File: src/rtl/ddr_arb_pkg.sv
// Shared definitions for the DDR port arbiter.
// Holds the arbiter FSM state encoding, the arbitration-mode constants and a
// helper that sizes port-index fields.
package ddr_arb_pkg;

    typedef enum logic [1:0] {
        ST_IDLE    = 2'd0,
        ST_ISSUE   = 2'd1,
        ST_ACK     = 2'd2,
        ST_REFRESH = 2'd3
    } arb_state_e;

    localparam int MODE_FIXED = 0;
    localparam int MODE_RR    = 1;

    // Width needed to hold a port index (at least one bit).
    function automatic int idx_width(input int n);
        return (n > 1) ? $clog2(n) : 1;
    endfunction

endpackage

File: src/rtl/ddr_tag_fifo.sv
// Read-tag FIFO: remembers which port issued each outstanding read so the
// returning data can be steered back to it.
// Ports:
//   clk, rst_n  : clock, async active-low reset
//   push, push_data : enqueue a tag (ignored when full)
//   pop         : dequeue the head tag (ignored when empty)
//   head        : tag at the head of the queue
//   full, empty : occupancy flags
module ddr_tag_fifo #(
    parameter int W     = 2,
    parameter int DEPTH = 4
) (
    input  logic         clk,
    input  logic         rst_n,
    input  logic         push,
    input  logic [W-1:0] push_data,
    input  logic         pop,
    output logic [W-1:0] head,
    output logic         full,
    output logic         empty
);

    localparam int PTR_W = (DEPTH > 1) ? $clog2(DEPTH) : 1;
    localparam int CNT_W = $clog2(DEPTH + 1);

    logic [W-1:0]     mem_r [DEPTH];
    logic [PTR_W-1:0] wr_ptr_r;
    logic [PTR_W-1:0] rd_ptr_r;
    logic [CNT_W-1:0] count_r;
    logic             push_ok_s;
    logic             pop_ok_s;

    assign full      = (count_r == CNT_W'(DEPTH));
    assign empty     = (count_r == {CNT_W{1'b0}});
    assign head      = mem_r[rd_ptr_r];
    assign push_ok_s = push & ~full;
    assign pop_ok_s  = pop & ~empty;

    // Storage, pointers and occupancy; push and pop together leave count unchanged.
    always_ff @(posedge clk or negedge rst_n) begin
        if (!rst_n) begin
            for (int i = 0; i < DEPTH; i++) begin
                mem_r[i] <= '0;
            end
            wr_ptr_r <= '0;
            rd_ptr_r <= '0;
            count_r  <= '0;
        end else begin
            if (push_ok_s) begin
                mem_r[wr_ptr_r] <= push_data;
                wr_ptr_r <= (wr_ptr_r == PTR_W'(DEPTH - 1)) ? {PTR_W{1'b0}} : wr_ptr_r + PTR_W'(1);
            end
            if (pop_ok_s) begin
                rd_ptr_r <= (rd_ptr_r == PTR_W'(DEPTH - 1)) ? {PTR_W{1'b0}} : rd_ptr_r + PTR_W'(1);
            end
            case ({push_ok_s, pop_ok_s})
                2'b10:   count_r <= count_r + CNT_W'(1);
                2'b01:   count_r <= count_r - CNT_W'(1);
                default: count_r <= count_r;
            endcase
        end
    end

endmodule

File: src/rtl/ddr_port_arbiter.sv
// Multi-port arbiter in front of a single DDR controller port.
// One request is in flight at a time: IDLE picks a winner and registers its
// fields onto dn_*, ISSUE holds dn_req until dn_ack, ACK pulses ack[winner],
// REFRESH blocks new grants while refresh_strobe is high. Reads leave a tag in
// a FIFO so returning data can be routed back with rd_valid[port].
// Ports:
//   CLK, RST              : clock, async active-low reset
//   refresh_strobe        : refresh pending, blocks new grants
//   req/lock/we           : per-port request, burst lock, write enable
//   we_array/addr/wdata   : per-port byte enables, address, write data (packed)
//   ack, rd_valid, rdata  : grant-complete pulse, read-valid pulse, read data
//   dn_*                  : downstream request channel and read return
//   rd_underflow          : sticky flag, read data returned with no tag
module ddr_port_arbiter
    import ddr_arb_pkg::*;
#(
    parameter int NPORTS    = 4,
    parameter int ADDR_W    = 26,
    parameter int DATA_W    = 32,
    parameter int MODE      = 1,
    parameter int MAX_BURST = 8,
    parameter int RD_DEPTH  = 4
) (
    input  logic                       CLK,
    input  logic                       RST,
    input  logic                       refresh_strobe,
    input  logic [NPORTS-1:0]          req,
    input  logic [NPORTS-1:0]          lock,
    input  logic [NPORTS-1:0]          we,
    input  logic [NPORTS*(DATA_W/8)-1:0] we_array,
    input  logic [NPORTS*ADDR_W-1:0]   addr,
    input  logic [NPORTS*DATA_W-1:0]   wdata,
    output logic [NPORTS-1:0]          ack,
    output logic [NPORTS-1:0]          rd_valid,
    output logic [DATA_W-1:0]          rdata,
    output logic                       dn_req,
    input  logic                       dn_ack,
    output logic                       dn_we,
    output logic [DATA_W/8-1:0]        dn_we_array,
    output logic [ADDR_W-1:0]          dn_address,
    output logic [DATA_W-1:0]          dn_wdata,
    input  logic                       dn_rd_valid,
    input  logic [DATA_W-1:0]          dn_rdata,
    output logic                       rd_underflow
);

    localparam int BE_W  = DATA_W / 8;
    localparam int IDX_W = idx_width(NPORTS);
    localparam int BC_W  = $clog2(MAX_BURST) + 1;

    arb_state_e        state_r;
    arb_state_e        state_next_s;
    logic [IDX_W-1:0]  winner_r;
    logic [IDX_W-1:0]  last_winner_r;
    logic [IDX_W-1:0]  arb_win_s;
    logic [IDX_W-1:0]  scan_idx_s;
    logic              arb_found_s;
    logic              lock_path_s;
    logic [NPORTS-1:0] elig_s;
    logic [BC_W-1:0]   burst_cnt_r;
    logic              lock_active_r;
    logic              grant_s;
    logic              accept_s;
    logic              dn_req_r;
    logic              dn_we_r;
    logic [BE_W-1:0]   dn_be_r;
    logic [ADDR_W-1:0] dn_addr_r;
    logic [DATA_W-1:0] dn_wdata_r;
    logic [NPORTS-1:0] ack_r;
    logic              underflow_r;
    logic              push_s;
    logic              pop_s;
    logic [IDX_W-1:0]  head_s;
    logic              full_s;
    logic              empty_s;

    // A read may only be granted while its tag has somewhere to go; writes never wait on the FIFO.
    always_comb begin
        elig_s = '0;
        for (int i = 0; i < NPORTS; i++) begin
            elig_s[i] = req[i] & (we[i] | ~full_s);
        end
    end

    // Winner selection: a locked port that still requests takes absolute priority,
    // otherwise scan from port 0 (fixed) or from last_winner+1 (round-robin).
    always_comb begin
        arb_found_s = 1'b0;
        arb_win_s   = '0;
        scan_idx_s  = '0;
        lock_path_s = lock_active_r & req[last_winner_r];
        if (lock_path_s) begin
            arb_found_s = elig_s[last_winner_r];
            arb_win_s   = last_winner_r;
        end else begin
            for (int i = 0; i < NPORTS; i++) begin
                scan_idx_s  = (MODE == MODE_FIXED) ? IDX_W'(i)
                                                   : IDX_W'((int'(last_winner_r) + 1 + i) % NPORTS);
                arb_win_s   = (!arb_found_s && elig_s[scan_idx_s]) ? scan_idx_s : arb_win_s;
                arb_found_s = arb_found_s | elig_s[scan_idx_s];
            end
        end
    end

    assign grant_s  = (state_r == ST_IDLE) & ~refresh_strobe & arb_found_s;
    assign accept_s = (state_r == ST_ISSUE) & dn_ack;

    // Next-state logic; refresh is only honoured from IDLE so an issued request always finishes.
    always_comb begin
        state_next_s = state_r;
        case (state_r)
            ST_IDLE: begin
                if (refresh_strobe) begin
                    state_next_s = ST_REFRESH;
                end else if (arb_found_s) begin
                    state_next_s = ST_ISSUE;
                end else begin
                    state_next_s = ST_IDLE;
                end
            end
            ST_ISSUE: begin
                if (dn_ack) begin
                    state_next_s = ST_ACK;
                end else begin
                    state_next_s = ST_ISSUE;
                end
            end
            ST_ACK: state_next_s = ST_IDLE;
            ST_REFRESH: begin
                if (!refresh_strobe) begin
                    state_next_s = ST_IDLE;
                end else begin
                    state_next_s = ST_REFRESH;
                end
            end
            default: state_next_s = ST_IDLE;
        endcase
    end

    // FSM state register.
    always_ff @(posedge CLK or negedge RST) begin
        if (!RST) begin
            state_r <= ST_IDLE;
        end else begin
            state_r <= state_next_s;
        end
    end

    // Grant capture, downstream handshake, ack pulse, burst-lock tracking and underflow flag.
    always_ff @(posedge CLK or negedge RST) begin
        if (!RST) begin
            winner_r      <= '0;
            last_winner_r <= IDX_W'(NPORTS - 1);
            dn_req_r      <= 1'b0;
            dn_we_r       <= 1'b0;
            dn_be_r       <= '0;
            dn_addr_r     <= '0;
            dn_wdata_r    <= '0;
            ack_r         <= '0;
            burst_cnt_r   <= '0;
            lock_active_r <= 1'b0;
            underflow_r   <= 1'b0;
        end else begin
            ack_r <= '0;
            if (grant_s) begin
                winner_r      <= arb_win_s;
                last_winner_r <= arb_win_s;
                dn_req_r      <= 1'b1;
                dn_we_r       <= we[arb_win_s];
                dn_be_r       <= we_array[int'(arb_win_s)*BE_W +: BE_W];
                dn_addr_r     <= addr[int'(arb_win_s)*ADDR_W +: ADDR_W];
                dn_wdata_r    <= wdata[int'(arb_win_s)*DATA_W +: DATA_W];
            end
            if (accept_s) begin
                dn_req_r <= 1'b0;
                ack_r    <= {{(NPORTS-1){1'b0}}, 1'b1} << winner_r;
            end
            // Lock lapses once the locked port stops requesting (or was never locked).
            if ((state_r == ST_IDLE) && !refresh_strobe && !lock_path_s) begin
                lock_active_r <= 1'b0;
                burst_cnt_r   <= '0;
            end
            if (state_r == ST_ACK) begin
                if (lock[winner_r] && (burst_cnt_r < BC_W'(MAX_BURST - 1))) begin
                    lock_active_r <= 1'b1;
                    burst_cnt_r   <= burst_cnt_r + BC_W'(1);
                end else begin
                    lock_active_r <= 1'b0;
                    burst_cnt_r   <= '0;
                end
            end
            if (dn_rd_valid && empty_s) begin
                underflow_r <= 1'b1;
            end
        end
    end

    assign push_s = accept_s & ~dn_we_r;
    assign pop_s  = dn_rd_valid & ~empty_s;

    ddr_tag_fifo #(
        .W     (IDX_W),
        .DEPTH (RD_DEPTH)
    ) u_tag_fifo (
        .clk       (CLK),
        .rst_n     (RST),
        .push      (push_s),
        .push_data (winner_r),
        .pop       (pop_s),
        .head      (head_s),
        .full      (full_s),
        .empty     (empty_s)
    );

    // Read return is steered straight through in the cycle it arrives.
    assign rd_valid     = pop_s ? ({{(NPORTS-1){1'b0}}, 1'b1} << head_s) : '0;
    assign rdata        = dn_rdata;
    assign ack          = ack_r;
    assign dn_req       = dn_req_r;
    assign dn_we        = dn_we_r;
    assign dn_we_array  = dn_be_r;
    assign dn_address   = dn_addr_r;
    assign dn_wdata     = dn_wdata_r;
    assign rd_underflow = underflow_r;

endmodule

File: config.mk
export PLATFORM = sky130hd
export DESIGN_NAME = ddr_port_arbiter
export DESIGN_NICKNAME = d
export VERILOG_FILES = /design/src/rtl/ddr_arb_pkg.sv /design/src/rtl/ddr_tag_fifo.sv /design/src/rtl/ddr_port_arbiter.sv
export SDC_FILE = /design/constraint.sdc
export NUM_CORES = 1
export LEC_CHECK = 0
export CORE_AREA = 2 2 158 160
export CTS_CLUSTER_SIZE = 30
export DETAILED_ROUTE_END_ITERATION = 12
export DIE_AREA = 0 0 160 162
export GPL_TIMING_DRIVEN = 0
export PLACE_DENSITY = 0.68
export SYNTH_ARGS = -nofsm -noshare
export SYNTH_HDL_FRONTEND = slang
export SYNTH_SLANG_ARGS = --single-unit
File: constraint.sdc
create_clock -name CLK -period 6.2 [get_ports CLK]
set_input_delay 1.86 -clock CLK [delete_from_list [all_inputs] [get_ports CLK]]
set_output_delay 1.86 -clock CLK [all_outputs]
set_load 0.01 [all_outputs]
==> flow_summary.ini, run 1 <==
[worst_setup_path]
startpoint_type = input port
r2r_start = u_tag_fifo.count_r[0]$_DFFE_PN0P_
endpoint_kind = register
rrSetupSlack_ps = 2290
arrival_ps = 5630
r2r-end = dn_address[16]$_DFFE_PN0P_
reg2reg_depth = 9
worstPathRequired_ps = 6440
crit_fanout = 10
critPathKind = in2reg

[timing]
clock-skew-final_ps = 10.56
slew_headroom_pct = 19.97
setup_tns_ps = 0
period_minus_slack_ps = 5397
holdWs_ps = 461.5
hold_violations = 0
fmax_mhz = 185.3
setup_ws_ps = 802.9
rsz0062_at_grt = false
worst_pin_slew_ps = 1192
fin_crit_sh_pct = 87.05
setup_viol = 0
finalMaxSlewViolations = 0

[routing]
avgViaCountPerCell = 5.861
firstDrtPassIters = 6
wl_um = 36880
vias = 9459
wire_per_inst_um = 22.85
drc = 0
first_iter_violations = 693
ant_nets = 0

[synthesis]
syn_inst = 898
avgSynthCellArea_um2 = 8.843
async_flop_share_pct = 100.0
yosysUniqueCellTypes = 58
synth_edf_count = 0
yosysSeqAreaShare_pct = 29.97
syn-cell-area_um2 = 7941
ys.flop_type = dfrtp_1
synth-seq-cells = 95
yosysWarningCount = 0
syn_nets = 1203

[job]
maxCapViolCount = 0

[hold_path]
hold_class = reg2reg
holdPathEnd = rd_underflow$_DFFE_PN0P_
min_path_cells = 1
holdCritStartpoint = rd_underflow$_DFFE_PN0P_

[clock_tree]
clk_pin_slew_ps = 80
postCtsSetupRepairBufs = 0
clock_sinks = 95
cts_tree = built
cts_max_level = 3
ctsResizeCount = 0
clk_path_buf_depth = 2
clock_latency_ps = 360
clock-root-buffer = clkbuf_16
hold_buffers = 0
numCtsBuffers = 9

[floorplanning]
fp.dieW_um = 160
initial_core_util_pct = 32.94
core_area_um2 = 24110
ioPinCount = 402
die_height_um = 162
die-area_um2 = 25920
rows = 57

[finish]
utilization_pct = 51.33
syn_to_final_growth_pct = 55.81
fill_cells = 2368
fin_area_um2 = 12370
fin_nets = 1583
drive_gt1_share_pct = 10.29

[placed_design]
gp_congestion = 0.9312
dp_worst_setup_slack_ps = 520.1
port_buffers = 368
dp_hpwl_um = 28280
place_area_um2 = 12060

[grt]
first_global_vias = 9337
grt_first_pass_wirelength_um = 54720
grt_max_degree = 67
grt_antenna_before_repair = 7
gr-total-overflow = 0
track_usage_pct = 27.40

[power_and_ir_drop]
p_leak_uw = 0.004865
powerDensity_nw_per_um2 = 433.4
vdd_drop_max_mv = 0.2047

[status]
run_status = complete, no violations
## power breakdown
| group | switching (µW) | total (µW) | internal [µW] |
|---|---|---|---|
| Clock | 289 | 583 | 294 |
| Sequential | 204 | 1110 | 905 |
| Combinational | 2100 | 3670 | 1570 |
## critical path: stages
cell,delay (ps)
clkdlybuf4s50_1,470
or4b_1,490
clkbuf_1,190
and3_1,230
a221oi_4,660
clkbuf_1,600
clkbuf_1,430
a2111oi_0,190
a221oi_1,390
o31ai_1,120
## Yosys cell counts (2+ instances only)
cell / count / share of area, %
ha_1: 7 / 1.1
a31oi_1: 2 / 0.16
o31ai_1: 64 / 6.1
nand3b_1: 3 / 0.28
a21oi_1: 2 / 0.13
mux4_2: 5 / 1.4
a221oi_1: 65 / 7.2
nor4b_1: 2 / 0.22
nor2_1: 9 / 0.43
nor3_1: 5 / 0.32
mux2_2: 11 / 1.6
a21o_1: 2 / 0.19
buf_1: 3 / 0.14
o21ai_0: 73 / 4.6
and3_1: 4 / 0.32
xor2_1: 2 / 0.22
dfrtp_1: 93 / 29
o21ai_1: 2 / 0.13
nand2_1: 23 / 1.1
a2111oi_1: 30 / 3.8
or4b_1: 2 / 0.25
clkbuf_1: 85 / 4.0
a2111oi_2: 23 / 4.3
a2111oi_0: 137 / 15
buf_2: 21 / 1.3
nand3_1: 2 / 0.13
mux2i_1: 2 / 0.25
o21a_1: 5 / 0.47
nand2b_1: 2 / 0.16
dfstp_2: 2 / 0.66
buf_6: 7 / 0.99
inv_1: 136 / 6.4
o2111a_1: 2 / 0.28
buf_4: 38 / 3.6
and2_1: 2 / 0.16
nor3b_1: 3 / 0.28
## per-layer routing
layer / routed length [µm] / GRT usage [%] / vias up
met5: 13 / 0 / -
met4: 1299 / 10.24 / 2
met3: 3070 / 6.129 / 74
met2: 17880 / 46.83 / 509
met1: 14610 / 33.93 / 4576
li1: - / - / 4298
## how the worst max path moves through the flow
stage	start	slack, ps	endpoint
2_1_floorplan	dn_rd_valid	2020	rd_valid[2]
3_3_place_gp	RST	-650	dn_wdata[17]$_DFFE_PN0P_
3_5_place_dp	we[1]	520	dn_address[16]$_DFFE_PN0P_
4_1_cts	we[1]	910	dn_address[16]$_DFFE_PN0P_
5_1_grt	we[1]	690	dn_address[16]$_DFFE_PN0P_
6_report	we[1]	800	dn_address[16]$_DFFE_PN0P_
## logic make-up after synthesis
family / Yosys count / share of synthesized area, %
compound gates: 417 / 43.99
buf+inv: 291 / 16.69
flops: 95 / 29.97
simple gates: 66 / 4.443
mux: 18 / 3.230
fa+ha+maj: 8 / 1.355
xor+xnor: 3 / 0.3309
## flip-flops by register name, summed over array words and instances (netlist names), 3 cells and up
| register | count |
|---|---|
| ack | 4 |
| burst_cnt_r | 4 |
| dn_address | 26 |
| dn_wdata | 32 |
| dn_we_array | 4 |
| u_tag_fifo.count_r | 3 |
| u_tag_fifo.mem_r | 8 |
## cell usage in the layout (no fill, tap or decap), types with 3 or more instances in the layout
cell	Yosys	layout
clkdlybuf4s50_1	0	367
a2111oi_0	137	137
inv_1	136	136
dfrtp_1	93	93
clkbuf_1	85	85
o21ai_0	73	73
a221oi_1	65	65
o31ai_1	64	64
buf_4	38	39
a2111oi_1	30	30
nand2_1	23	23
a2111oi_2	23	23
buf_2	21	21
mux2_2	11	11
nor2_1	9	9
clkbuf_16	0	9
diode_2	0	7
buf_6	7	7
ha_1	7	7
nor3_1	5	5
o21a_1	5	5
mux4_2	5	5
and3_1	4	4
nand3b_1	3	3
nor3b_1	3	3
buf_1	3	3
## layout make-up
type                            instances  area, µm²  share of cell area [%]
Antenna cell                            7      17.52                  0.1416
Buffer                                155      814.5                   6.583
Clock buffer                           10      239.0                   1.931
Clock inverter                          6      61.31                  0.4955
Inverter                              136      510.5                   4.126
Multi-Input combinational cell        512       4237                   34.24
Sequential cell                        95       2380                   19.23
Tap cell                              324      405.4                   3.276
Timing Repair Buffer                  369       3709                   29.97
## metrics by stage
step / instances / total power, µW
after floorplan: 898 / 3284
after global placement: 1590 / 4663
after detailed placement: 1591 / 4724
after CTS: 1607 / 5321
after global routing: 1612 / 5712
final: 1614 / 5363
Power figures use the tool's default switching activity.
==> inputs of run 2 (changes only) <==
--- a/config.mk
+++ b/config.mk
@@ -7,6 +7,7 @@
 export LEC_CHECK = 0
-export CORE_AREA = 2 2 158 160
+export ABC_AREA = 1
+export CORE_AREA = 2 2 156 158
 export CTS_CLUSTER_SIZE = 30
 export DETAILED_ROUTE_END_ITERATION = 12
-export DIE_AREA = 0 0 160 162
+export DIE_AREA = 0 0 158 160
 export GPL_TIMING_DRIVEN = 0
==> constraint.sdc (replaced) <==
create_clock -name CLK -period 6.2 [get_ports CLK]
set_input_delay 1.55 -clock CLK [delete_from_list [all_inputs] [get_ports CLK]]
set_output_delay 1.55 -clock CLK [all_outputs]
set_load 0.01 [all_outputs]
==> flow_summary.ini, run 2 <==
[worst_setup_path]
path_common_cell = clkdlybuf4s50_1
arrival_ps = 3140
endpoint_kind = output port
rrSetupSlack_ps = 3310
reg2reg_depth = 15
r2r-end = dn_we$_DFFE_PN0P_
startpoint_type = input port
cp.buffers_inverters = 3
slowest_delay_ps = 540
slowest_stage = clkdlybuf4s50_1
r2r_start = last_winner_r[0]$_DFFE_PN1P_
path_delay_family = buffers and inverters
cp.depth = 6
critPathKind = in2out
worstPathRequired_ps = 4650
crit_fanout = 7
cp_cell_sequence = clkdlybuf4s50_1, nand2_1, inv_1, nand3_1, nor2_1, clkdlybuf4s50_1

[timing]
hold_violations = 0
setup_tns_ps = 0
clock-skew-final_ps = 6.737
period_minus_slack_ps = 4686
worst_pin_slew_ps = 671.7
setup_viol = 0
finalMaxSlewViolations = 0
fmax_mhz = 213.4
slew_headroom_pct = 55.22
fin_crit_sh_pct = 75.59
rsz0062_at_grt = false

[clock_tree]
numCtsBuffers = 9
postCtsSetupRepairBufs = 0
clk_path_buf_depth = 2
clock_sinks = 95
ctsResizeCount = 0
clk_pin_slew_ps = 70
clock_latency_ps = 350
cts_max_level = 3
hold_buffers = 0
clock-root-buffer = clkbuf_16
cts_tree = built

[routing]
wl_met3_um = 2172
avgViaCountPerCell = 4.602
wl_um = 30760
first_iter_violations = 550
wire_per_inst_um = 15.88
ant_nets = 0
drc = 0
top_layer = met4
vias = 8914
wl_met2_um = 14760
firstDrtPassIters = 5
wl_met1_um = 12920

[finish]
final_cells = 1937
drive_gt1_share_pct = 6.762
final_cell_mix = 450 x nand2_1, 368 x clkdlybuf4s50_1, 221 x inv_1
syn_to_final_growth_pct = 58.52
largest_reg_flops = 32
final_common_cell = nand2_1
fin_nets = 1912

[grt]
grt_max_degree = 60
grt_first_pass_wirelength_um = 47340
gr-total-overflow = 0
grt_antenna_before_repair = 1
track_usage_pct = 24.32
first_global_vias = 8854

[hold_path]
min_path_cells = 2
hold_class = reg2reg
holdPathEnd = dn_address[22]$_DFFE_PN0P_
holdCritStartpoint = dn_address[22]$_DFFE_PN0P_

[synthesis]
avgSynthCellArea_um2 = 6.180
syn-cell-area_um2 = 7577
synthMuxAreaShare_pct = 0
syn_nets = 1531
yosysSeqAreaShare_pct = 31.41
synth_area_leaders = dfrtp_1 31%, nand2_1 22%, nand3_1 14%, inv_1 11%, nand3b_1 6.2%
yosysWarningCount = 0
synth-seq-cells = 95
synth-xor-area-share_pct = 0.4458
synth_top_family_by_area = simple AND/OR/NAND/NOR gates
syn_inst = 1226
synth_top_area_cell = dfrtp_1
yosysMostFrequentCell = nand2_1
synth_common_cells = 450 x nand2_1, 221 x inv_1, 216 x nand3_1, 93 x dfrtp_1, 63 x nand3b_1
synthAdderAreaFrac_pct = 1.420
async_flop_share_pct = 100.0
synth_edf_count = 0
ys.flop_type = dfrtp_1
yosysTopAreaCellShare_pct = 30.71
yosysUniqueCellTypes = 33
synth_compound_area_share_pct = 2.394
yosys.area_share.simple_pct = 45.39

[floorplanning]
core_area_um2 = 23820
die-area_um2 = 25280
rows = 57
initial_core_util_pct = 31.81
die_height_um = 160
fp.dieW_um = 158
ioPinCount = 402

[power_and_ir_drop]
p_leak_uw = 0.006325
powerDensity_nw_per_um2 = 609.1
vdd_drop_max_mv = 0.2767

[placed_design]
dp_cells = 1920
dp_hpwl_um = 23970
gp_congestion = 0.9241
port_buffers = 369

[job]
maxCapViolCount = 0

[status]
run_status = complete, no violations
[run 2: changes by cell type in the layout (fill, tap and decap cells not counted), moves of 64 or more]
cell,change
nand2_1,+427
nand3_1,+214
a2111oi_0,-137
inv_1,+85
a221oi_1,-65
clkbuf_1,-65
o31ai_1,-64
[run 2: cell families after synthesis]
group	Yosys count
simple gates	765
buf+inv	322
xor+xnor	3
compound gates	33
flops	95
fa+ha+maj	8
[run 2: metrics by stage]
step | hold slack [ps] | cell area [µm²] | util [%] | setup slack (ps) | total power [µW]
floorplan | 453.3 | 7577 | - | 2653 | 4727
global placement | 461.9 | 11680 | 49.02 | -236.3 | 6690
detailed placement | 464.3 | 11700 | 49.12 | 1537 | 6741
CTS | 483.1 | 12010 | 50.42 | 1531 | 7377
global route | 501.9 | 12010 | 50.43 | 1364 | 8101
finish | 480.6 | 12010 | 50.43 | 1514 | 7316
[run 2: how the worst max path moves through the flow]
stage | slack (ps) | startpoint | to
6_report | 1510 | dn_rd_valid | rd_valid[3]
5_1_grt | 1360 | dn_rd_valid | rd_valid[3]
4_1_cts | 1530 | dn_rd_valid | rd_valid[3]
3_5_place_dp | 1540 | dn_rd_valid | rd_valid[3]
3_3_place_gp | -240 | RST | dn_wdata[14]$_DFFE_PN0P_
2_1_floorplan | 2650 | dn_rd_valid | rd_valid[1]
[run 2: layout make-up]
cell class / instances / area, µm²
Timing Repair Buffer: 370 / 3719
Multi-Input combinational cell: 809 / 3762
Clock buffer: 10 / 239.0
Clock inverter: 6 / 68.82
Buffer: 99 / 598.1
Fill cell: 2423 / 11810
Tap cell: 324 / 405.4
Inverter: 223 / 837.1
Antenna cell: 1 / 2.502
Sequential cell: 95 / 2380
[run 2: worst reg2reg max path, cell delays in order, from the launching register on]
cell and delay (ps):
dfstp_2 560, buf_4 170, nand2_1 60, inv_1 70, nand2_1 80, nand3_1 90
nand2_1 120, nand3_2 130, nand2_2 70, nand2_1 60, nand2_1 70, nor2_2 500
inv_2 260, clkbuf_1 330, nand2_1 150, nand2_1 60
[run 2: metal layers]
layer | track usage [%] | vias up
li1 | - | 4470
met1 | 30.38 | 4031
met2 | 41.36 | 363
met3 | 4.858 | 50
met4 | 8.763 | 0
met5 | 0 | -
[run 2: power breakdown]
group / leakage [µW] / total, µW / switching (µW) / internal [µW]
combinational: 0.00498 / 5630 / 3540 / 2080
sequential: 0.00119 / 1100 / 190 / 905
clock: 0.000149 / 595 / 268 / 327
==> inputs of run 3 (changes only) <==
- CORE_AREA: 2 2 156 158 -> 2 2 157 159
- DIE_AREA: 0 0 158 160 -> 0 0 159 161
- PLACE_DENSITY: 0.68 -> 0.67
- clock period: 6.2 -> 4.6 ns (I/O delays scaled with it)
==> flow_summary.ini, run 3 (synthesis results as in run 2) <==
[worst_setup_path]
reg2reg_depth = 15
r2r_start = last_winner_r[0]$_DFFE_PN1P_
slowest_delay_ps = 540
cp_cell_sequence = clkdlybuf4s50_1, nand2_1, inv_1, nand3_1, nor2_1, clkdlybuf4s50_1
critPathKind = in2out
slowest_stage = clkdlybuf4s50_1
rrSetupSlack_ps = 1760
arrival_ps = 2670
startpoint_type = input port
endpoint_kind = output port
path_common_cell = clkdlybuf4s50_1
endpoint = rd_valid[1]
worstPathRequired_ps = 3450
crit_fanout = 7
r2r-end = dn_address[13]$_DFFE_PN0P_
cp-startpoint = dn_rd_valid

[finish]
final_cells = 1938
drive_gt1_share_pct = 6.762
fin_nets = 1912
final_common_cell = nand2_1
final_cell_mix = 450 x nand2_1, 368 x clkdlybuf4s50_1, 221 x inv_1
syn_to_final_growth_pct = 58.32
largest_reg_flops = 32
fin_area_um2 = 12000
fill_cells = 2492

[clock_tree]
ctsResizeCount = 0
clk_path_buf_depth = 2
cts_tree = built
cts_max_level = 3
postCtsSetupRepairBufs = 0
clock-root-buffer = clkbuf_16
hold_buffers = 0
numCtsBuffers = 9
clock_latency_ps = 360
clock_sinks = 95
clk_pin_slew_ps = 70

[routing]
first_iter_violations = 465
avgViaCountPerCell = 4.636
ant_nets = 0
wl_um = 30310
vias = 8985
drc = 0
firstDrtPassIters = 6
wire_per_inst_um = 15.64

[grt]
gr-total-overflow = 0
grt_max_degree = 50
grt_first_pass_wirelength_um = 46630
grt_antenna_before_repair = 2
first_global_vias = 8567
track_usage_pct = 23.17

[timing]
setup_ws_ps = 779.3
slew_headroom_pct = 53.28
fin_crit_sh_pct = 83.06
period_minus_slack_ps = 3821
holdWs_ps = 479.6
clock-skew-final_ps = 13.61
setup_viol = 0
fmax_mhz = 261.7
rsz0062_at_grt = false
hold_violations = 0
finalMaxSlewViolations = 0
worst_pin_slew_ps = 700.8

[floorplanning]
initial_core_util_pct = 31.62
ioPinCount = 402
die_height_um = 161
fp.dieW_um = 159
die-area_um2 = 25600
rows = 57
core_area_um2 = 23960

[placed_design]
port_buffers = 369
place_area_um2 = 11700
dp_hpwl_um = 23990
dp_cells = 1920
dp_worst_setup_slack_ps = 683.2
gp_congestion = 0.9553

[power_and_ir_drop]
vdd_drop_max_mv = 0.4098
p_leak_uw = 0.006309
powerDensity_nw_per_um2 = 819.0
power_uw = 9826

[hold_path]
min_path_cells = 2
hold_class = reg2reg

[job]
maxCapViolCount = 0

[status]
run_status = complete, no violations
[run 3: metrics by stage]
step                TNS (ps)  utilization, %
global route               0           50.06
CTS                        0           50.04
finish                     0           50.06
floorplan                  0               -
global placement     -130020           48.73
detailed placement         0           48.83
[run 3: how the worst min path moves through the flow]
stage | startpoint | to
2_1_floorplan | u_tag_fifo.mem_r[1]$_DFFE_PN0P_ | u_tag_fifo.mem_r[1]$_DFFE_PN0P_
3_3_place_gp | rd_underflow$_DFFE_PN0P_ | rd_underflow$_DFFE_PN0P_
3_5_place_dp | dn_wdata[28]$_DFFE_PN0P_ | dn_wdata[28]$_DFFE_PN0P_
4_1_cts | dn_wdata[28]$_DFFE_PN0P_ | dn_wdata[28]$_DFFE_PN0P_
5_1_grt | dn_we_array[1]$_DFFE_PN0P_ | dn_we_array[1]$_DFFE_PN0P_
6_report | dn_address[0]$_DFFE_PN0P_ | dn_address[0]$_DFFE_PN0P_
[run 3: metal layers]
metal	vias to the layer above	GRT usage, %	routed length (µm)
met5	-	0	0
met1	4100	28.56	12570
li1	4473	-	-
met4	0	6.322	659
met2	374	40.02	14660
met3	38	6.292	2413
[run 3: layout make-up]
cell class,count,area (µm²),area share [%]
diodes,2,5.005,0.04172
plain buffers,99,598.1,4.985
clock buffers,10,239.0,1.992
clock inverters,6,51.30,0.4276
inverters,223,837.1,6.977
multi-input cells,809,3762,31.36
flip-flops and latches,95,2380,19.84
well taps,324,405.4,3.379
repair buffers,370,3719,31.00
[run 3: where the power goes]
group          switching [µW]  internal, µW  leakage, µW  total (µW)
Combinational            4790          2810      0.00498        7590
Clock                     365           390     0.000134         755
Sequential                256          1220      0.00119        1480
Total                    5410          4420      0.00631        9830
[run 3: worst max-delay path, delay by kind of cell]
family,cells,cell delay [ps]
simple gates,3,330
buf+inv,3,1190
